**config.mk**
```make
export PLATFORM = sky130hd
export DESIGN_NAME = ai_ram_reader
export DESIGN_NICKNAME = d
export VERILOG_FILES = /design/src/rtl/ai_ram_reader.sv
export SDC_FILE = /design/constraint.sdc
export NUM_CORES = 1
export LEC_CHECK = 0
export BUFFER_PORTS_ARGS = -buffer_cell sky130_fd_sc_hd__buf_2
export CELL_PAD_IN_SITES_DETAIL_PLACEMENT = 2
export CELL_PAD_IN_SITES_GLOBAL_PLACEMENT = 2
export CORE_ASPECT_RATIO = 1.25
export CORE_MARGIN = 4
export CORE_UTILIZATION = 32
export CTS_BUF_LIST = sky130_fd_sc_hd__clkbuf_8
export CTS_CLUSTER_SIZE = 30
export DETAILED_ROUTE_END_ITERATION = 8
export PLACE_DENSITY = 0.89
export SLEW_MARGIN = 15
export SYNTH_ARGS = -nofsm -noshare
export SYNTH_HDL_FRONTEND = slang
export SYNTH_SLANG_ARGS = --single-unit
```
**constraint.sdc**
```tcl
create_clock -name clk -period 3.4 [get_ports clk]
set_clock_uncertainty 0.15 [all_clocks]
set_input_delay 0.68 -clock clk [delete_from_list [all_inputs] [get_ports clk]]
set_output_delay 0.68 -clock clk [all_outputs]
set_load 0.01 [all_outputs]
```
**src/rtl/ai_ram_reader.sv**
```systemverilog
// Streaming read master: walks a wrapping address window of ai_ram and re-emits the words on a valid/ready stream.
// Optional abort input enabled by defining AI_RAM_READER_ABORT_EN.
module ai_ram_reader #(
    parameter int DATA_WIDTH = 32,
    parameter int ADDR_WIDTH = 10
) (
    input  logic                  clk,
    input  logic                  rst,
`ifdef AI_RAM_READER_ABORT_EN
    input  logic                  abort,
`endif
    input  logic                  start,
    input  logic [ADDR_WIDTH-1:0] base_addr,
    input  logic [ADDR_WIDTH:0]   length,
    output logic                  busy,
    output logic                  done,
    output logic [ADDR_WIDTH-1:0] ram_addr,
    output logic                  ram_we,
    output logic [DATA_WIDTH-1:0] ram_din,
    input  logic [DATA_WIDTH-1:0] ram_dout,
    output logic                  m_valid,
    output logic [DATA_WIDTH-1:0] m_data,
    output logic                  m_last,
    input  logic                  m_ready,
    output logic [1:0]            state_dbg
);
    // Stream handshake: a word transfers on any edge where m_valid && m_ready;
    // m_valid never drops and m_data/m_last never change until that happens.

    typedef enum logic [1:0] {IDLE = 2'd0, RUN = 2'd1, FIN = 2'd2} state_t;

    localparam logic [ADDR_WIDTH:0]   LEN_ONE  = 1;
    localparam logic [ADDR_WIDTH-1:0] ADDR_ONE = 1;

    state_t                state_q;
    logic                  busy_q, done_q;
    logic [ADDR_WIDTH-1:0] addr_q, addr_d;
    logic [ADDR_WIDTH:0]   len_q;
    logic [ADDR_WIDTH:0]   issued_q, issued_d;
    logic                  inflight_q, inflight_last_q;
    logic [DATA_WIDTH-1:0] fifo_data_q [2];
    logic                  fifo_last_q [2];
    logic                  rd_ptr_q, wr_ptr_q;
    logic [1:0]            count_q, count_d, occ;
    logic                  push, hs, issue, abort_run;

`ifdef AI_RAM_READER_ABORT_EN
    assign abort_run = abort && (state_q == RUN);
`else
    assign abort_run = 1'b0;
`endif

    assign busy      = busy_q;
    assign done      = done_q;
    assign ram_addr  = addr_q;
    assign ram_we    = 1'b0;
    assign ram_din   = '0;
    assign m_valid   = (count_q != 2'd0);
    assign m_data    = fifo_data_q[rd_ptr_q];
    assign m_last    = m_valid && fifo_last_q[rd_ptr_q];
    assign state_dbg = state_q;

    // Occupancy counts the word still inside the RAM, so a handshake frees a slot for same-cycle issue.
    always_comb begin
        push     = (state_q == RUN) && inflight_q;
        hs       = m_valid && m_ready;
        occ      = count_q + {1'b0, inflight_q};
        issue    = (state_q == RUN) && (issued_q < len_q) &&
                   ((occ < 2'd2) || ((occ == 2'd2) && hs));
        addr_d   = addr_q + ADDR_ONE;
        issued_d = issued_q + LEN_ONE;
        count_d  = count_q;
        case ({push, hs})
            2'b10:   count_d = count_q + 2'd1;
            2'b01:   count_d = count_q - 2'd1;
            default: count_d = count_q;
        endcase
    end

    always_ff @(posedge clk or posedge rst) begin
        if (rst) begin
            state_q         <= IDLE;
            busy_q          <= 1'b0;
            done_q          <= 1'b0;
            addr_q          <= '0;
            len_q           <= '0;
            issued_q        <= '0;
            inflight_q      <= 1'b0;
            inflight_last_q <= 1'b0;
            fifo_data_q[0]  <= '0;
            fifo_data_q[1]  <= '0;
            fifo_last_q[0]  <= 1'b0;
            fifo_last_q[1]  <= 1'b0;
            rd_ptr_q        <= 1'b0;
            wr_ptr_q        <= 1'b0;
            count_q         <= 2'd0;
        end else begin
            done_q <= 1'b0;
            case (state_q)
                IDLE: begin
                    if (start) begin
                        if (length != '0) begin
                            state_q    <= RUN;
                            busy_q     <= 1'b1;
                            addr_q     <= base_addr;
                            len_q      <= length;
                            issued_q   <= '0;
                            inflight_q <= 1'b0;
                            rd_ptr_q   <= 1'b0;
                            wr_ptr_q   <= 1'b0;
                            count_q    <= 2'd0;
                        end else begin
                            state_q <= FIN;
                            done_q  <= 1'b1;
                        end
                    end
                end
                RUN: begin
                    if (abort_run) begin
                        count_q    <= 2'd0;
                        inflight_q <= 1'b0;
                        state_q    <= FIN;
                        busy_q     <= 1'b0;
                        done_q     <= 1'b1;
                    end else begin
                        inflight_q <= issue;
                        if (issue) begin
                            addr_q          <= addr_d;
                            issued_q        <= issued_d;
                            inflight_last_q <= (issued_q == len_q - LEN_ONE);
                        end
                        if (push) begin
                            fifo_data_q[wr_ptr_q] <= ram_dout;
                            fifo_last_q[wr_ptr_q] <= inflight_last_q;
                            wr_ptr_q              <= ~wr_ptr_q;
                        end
                        if (hs) begin
                            rd_ptr_q <= ~rd_ptr_q;
                        end
                        count_q <= count_d;
                        if (hs && m_last) begin
                            state_q <= FIN;
                            busy_q  <= 1'b0;
                            done_q  <= 1'b1;
                        end
                    end
                end
                default: begin
                    state_q <= IDLE;
                end
            endcase
        end
    end

endmodule

```
[Word level (Yosys, flattened, before mapping)]
Cells that the tools add are included.
Operators by class
  $add $sub $neg: 6
  $lt $le $gt $ge: 5
  equality and inequality tests: 12
  mux-type cells: 43
  bitwise gates (word level): 4
  reductions and logical operators: 23
Operators with widths (number)
  two-way mux 32 bit: 4
  bitwise mux 64 bit: 1
  two-way mux 11 bit: 3
  demux 32 bit (select 1 bit): 1
  two-way mux 10 bit: 3
  one-hot mux 11 bit (2 select lines): 1
  one-hot mux 10 bit (2 select lines): 1
  AND reduction 4 bit: 5
  two-way mux 1 bit: 14
  one-hot mux 2 bit (2 select lines): 3
  adder 11 x 1 -> 11 bit (second input constant): 1
  == test 11 bit: 1
  less-than comparator 11 bit: 1
  nonzero test 11 bit: 1
  subtractor 11 x 1 -> 11 bit (second input constant): 1
  adder 10 x 1 -> 10 bit (second input constant): 1
  two-way mux 2 bit: 5
  != test 2 bit (second input constant): 5
  one-hot mux 1 bit (2 select lines): 5
  logical AND 1 bit: 8
  AND reduction 2 bit: 3
  AND reduction 3 bit: 2
  == test 2 x 1 -> 1 bit (second input constant): 2
  == test 2 bit (second input constant): 2
  other kinds (15): 19
Storage, ports and cells
  bits in registers: 108
  output and inout bits: 81

[Longest topological paths before layout]
  depth in word-level cells: 8
  depth in mapped cells: 9

[Least setup slack after synthesis]
Ideal clock, no wire load.
  kind: input to register
  from: in length[10]
  to: reg addr_q[5], in the netlist ram_addr[5]
  arrival: 2.054 ns
  required time: 3.129 ns
  path slack: 1.075 ns
  stages on the path: 8
  buffers on the path: 2
  cells stage by stage: nor4_1 > a31oi_1 > and2_1 > buf_2 > a21oi_2 > buf_4 > a21oi_1 > o22a_1
On the way
  cells in the longest elaborated chain, start to end: 3
RTL lines
  start: declaration: line 14  | input logic [ADDR_WIDTH:0] length,
  nonzero test 11 bit: line 102  | if (length != '0) begin
  != test 2 bit (no line)
  AND reduction 4 bit (no line)
  end signal: assignment: line 105  | addr_q <= base_addr;
  end signal: assignment: line 128  | addr_q <= addr_d;
  end: declaration: line 37  | logic [ADDR_WIDTH-1:0] addr_q, addr_d;
Every way passes these cells.
A chain may end at the register's enable or synchronous reset.

[Worst setup path after layout]
  from: reg len_q[6]
  to: reg issued_q[7]
On the way
  cells in the longest elaborated chain, start to end: 5
RTL lines
  start: declaration: line 38  | logic [ADDR_WIDTH:0] len_q;
  start signal: assignment: line 106  | len_q <= length;
  less-than comparator 11 bit: line 68  | issue = (state_q == RUN) && (issued_q < len_q) &&
  logical AND 1 bit (2 in a row): line 68
  != test 2 bit (no line)
  AND reduction 4 bit (no line)
  end signal: assignment: line 129  | issued_q <= issued_d;
  end: declaration: line 39  | logic [ADDR_WIDTH:0] issued_q, issued_d;
Every way passes these cells.

==> results.cfg <==
[critical_path]
critPathKind = reg2reg
crit_path_max_fanout = 17
path_cells = inv_1 > ha_1 > a21oi_1 > nand3_1 > o21ai_1 > nand2_4 > or4_1 > a21oi_1
worstPathRequired_ns = 3.55
start_kind = flop
ff2ff_setup_slack_ns = 0.67
path_delay_family = simple AND/OR/NAND/NOR gates
worst_path_largest_cell_delay_ns = 0.54
worst_path_max_delay_cell = or4_1
cpMostUsedCell = a21oi_1
cp_num_buf_inv = 1
end_kind = flop
arrival_ns = 2.89

[synthesis]
ys_dominant_reg_cell = dfrtp_1
ys_warn_count = 0
synth_edf_count = 0
syn_inst = 508
netlist_area_sq_um = 5692
seq_area_frac_synth_pct = 47.48
synth.distinct_cells = 51
avgSynthCellArea_sq_um = 11.20
synth-seq-cells = 108
synthArstFlopShare_pct = 100.0

[floorplanning]
rows = 54
die_x_um = 127.3
io_pins = 138
coreArea_sq_um = 17500
start_util_pct = 32.53
die-area_sq_um = 20000
fp.dieH_um = 157.1

[global_routing]
grt_use_total_pct = 16.15
antenna_found_initial = 0
grt_max_degree = 46
overflow = 0
grt_pass1_wl_um = 25980
grt_pass1_vias = 4879

[clock_tree]
htreeDepth = 3
cts_hold_buf = 0
cts_tree = yes
cts_buffers = 9
cts_setup_buffers = 0
cts_root_buf = clkbuf_8
clkLatencyLatePin_ns = 0.37
clockBufferDepth = 2
cts_resized = 0
clkTransAtPathRegs_ns = 0.11
clock_sinks = 108

[sta]
finalHoldViolations = 0
worst_slew_pin_slew_ns = 0.6345
tns_ns = 0
rsz0062_at_grt = no
fmax_ghz = 0.3657
final_max_slew_viol_count = 0
period_needed_ns = 2.735
final-setup-viol-count = 0
final.setup.worst_slack_ns = 0.6654
slew_headroom_pct = 57.61
finalCritPeriodShare_pct = 80.43

[placement]
port_buffers = 104
dpl_worst_slack_ns = 0.5534
routabilityCongestion = 0.8086
dp_hpwl_um = 12480
placed_area_sq_um = 6386

[final_layout]
drive_gt1_share_pct = 28.04
regArea_sq_um = 2703
nets = 685
area_delta_synth_final_pct = 15.59
num-fill-cells = 1880
antennaDiodeCount = 0
finalInstanceArea_sq_um = 6579
multi_input_area_sq_um = 2720
utilization_pct = 37.59

[detailed_routing]
vias_per_cell = 5.007
vias = 4211
drt-initial-drc-count = 240
finalWirelength_um = 16030
final_antenna_net_count = 0
drc = 0
firstDrtPassIters = 4
wl_per_cell_um = 19.06

[power_and_ir_drop]
leakagePower_nw = 3.035
p_per_area_nw_per_um2 = 838.9
ir_drop_mv = 0.2302

[status]
status = finished clean

[hold_path]
hold_class = in2async

[job]
cap_violations = 0
[cells in the final DEF, fill, tap and decap left out, types with 2 or more instances in the layout]
master	count
nand4_1	8
o32ai_1	2
o211ai_1	3
dfrtp_1	108
a21oi_1	16
buf_4	9
nor2_1	23
mux2_2	33
nand2_1	29
nand3_1	19
conb_1	33
and3_1	5
mux2i_1	6
nor4_1	4
o2bb2a_1	5
clkbuf_8	9
o22ai_1	4
o22a_1	3
a31oi_1	5
nor3_1	6
mux2_1	67
nor2b_1	4
o31ai_1	4
xor2_1	5
clkinvlp_4	3
ha_1	16
nand2b_1	2
buf_2	104
inv_1	18
inv_6	2
and2_1	5
o21ai_0	6
o21ai_1	14
xnor2_1	12
[kinds of logic (layout without fill, tap and decap cells)]
group | count (synthesis) | count (layout) | share of synthesized area [%]
AO/OA/AOI/OAI | 69 | 69 | 7.804
XOR/XNOR | 17 | 17 | 2.616
adder cells (fa/ha/maj) | 16 | 16 | 3.517
buffers and inverters | 72 | 149 | 7.100
flip-flops | 108 | 108 | 47.48
multiplexers | 106 | 106 | 20.84
other | 1 | 33 | 0.06589
AND/OR/NAND/NOR | 119 | 119 | 10.57
[worst register-to-register path, delay by kind of cell (launching register included)]
family	cells	cell delay, ns
AND/OR/NAND/NOR	3	0.87
AO/OA/AOI/OAI	3	0.75
flip-flops	1	0.41
adder cells (fa/ha/maj)	1	0.36
buffers and inverters	1	0.13
[metal layers]
layer	up-vias	global-route usage [%]	part of all wire [%]
li1	1939	-	-
met1	2153	17.86	38
met2	98	31.52	56
met3	21	2.716	3.9
met4	0	4.394	1.5
met5	-	0	0
[area by class of cell]
cell class,instances,share of cell area (%)
Multi-Input combinational cell,360,41.35
Sequential cell,108,41.08
Timing Repair Buffer,114,9.243
Tap cell,224,4.260
Clock buffer,9,1.883
Inverter,19,1.141
Clock inverter,7,1.046
[cell usage after synthesis (2+ instances only)]
cell type  count  area (sq um)
a21oi_1       16         80.08
nor3_1         6         30.03
nand2b_1       2         12.51
and3_1         5         31.28
o22ai_1        4         25.02
buf_4         34         255.2
nor2_1        24         90.09
and2_1         5         31.28
xnor2_1       12         105.1
nor2b_1        5         31.28
nand4_1        8         50.05
clkbuf_1      11         41.29
o211ai_1       3         22.52
nand3_1       20         100.1
xor2_1         5         43.79
mux2i_1        6         60.06
o22a_1         3         26.28
buf_1          3         11.26
o21ai_0        6         30.03
mux2_2        33         371.6
o21ai_1       14         70.07
inv_1         19         71.32
buf_2          5         25.02
ha_1          16         200.2
a31oi_1        5         31.28
dfrtp_1      108          2703
o32ai_1        2         17.52
o2bb2a_1       5         50.05
o31ai_1        4         30.03
nor4_1         4         25.02
nand2_1       29         108.9
mux2_1        67         754.5
[power by group]
group          switching (mW)  internal, mW  total (mW)
clock network           0.488         0.285       0.773
logic                    1.34          1.21        2.55
registers               0.394          1.80        2.20
[per-stage QoR]
step                instances  hold slack [ns]  power, mW
global route              841           0.2633      5.960
global placement          825           0.3135      4.575
CTS                       841           0.2157      5.642
finish                    841           0.2218      5.519
detailed placement        825           0.3266      4.839
floorplan                 540           0.3041      3.867
[state kept, by name, indices dropped and copies added, names as in the netlist]
register and count:
len_q 11, ram_addr 10, count_q 2, inflight_q 1
fifo_last_q 2, issued_q 11, done 1, wr_ptr_q 1
rd_ptr_q 1, busy 1, inflight_last_q 1, state_dbg 2
fifo_data_q 64
[path summary, 6_finish.rpt]
| check | startpoint | cells after the start | end |
|---|---|---|---|
| setup / recovery | len_q[6] | 8 | issued_q[7] |
| hold / removal | rst | 2 | done |
| setup reg to reg | len_q[6] | 8 | issued_q[7] |
| hold reg to reg | fifo_data_q[37] | 1 | fifo_data_q[37] |
| max in group asynchronous | rst | 3 | ram_addr[8] |
| min in group clk | fifo_data_q[37] | 1 | fifo_data_q[37] |
(Power assumes the default switching activity.)
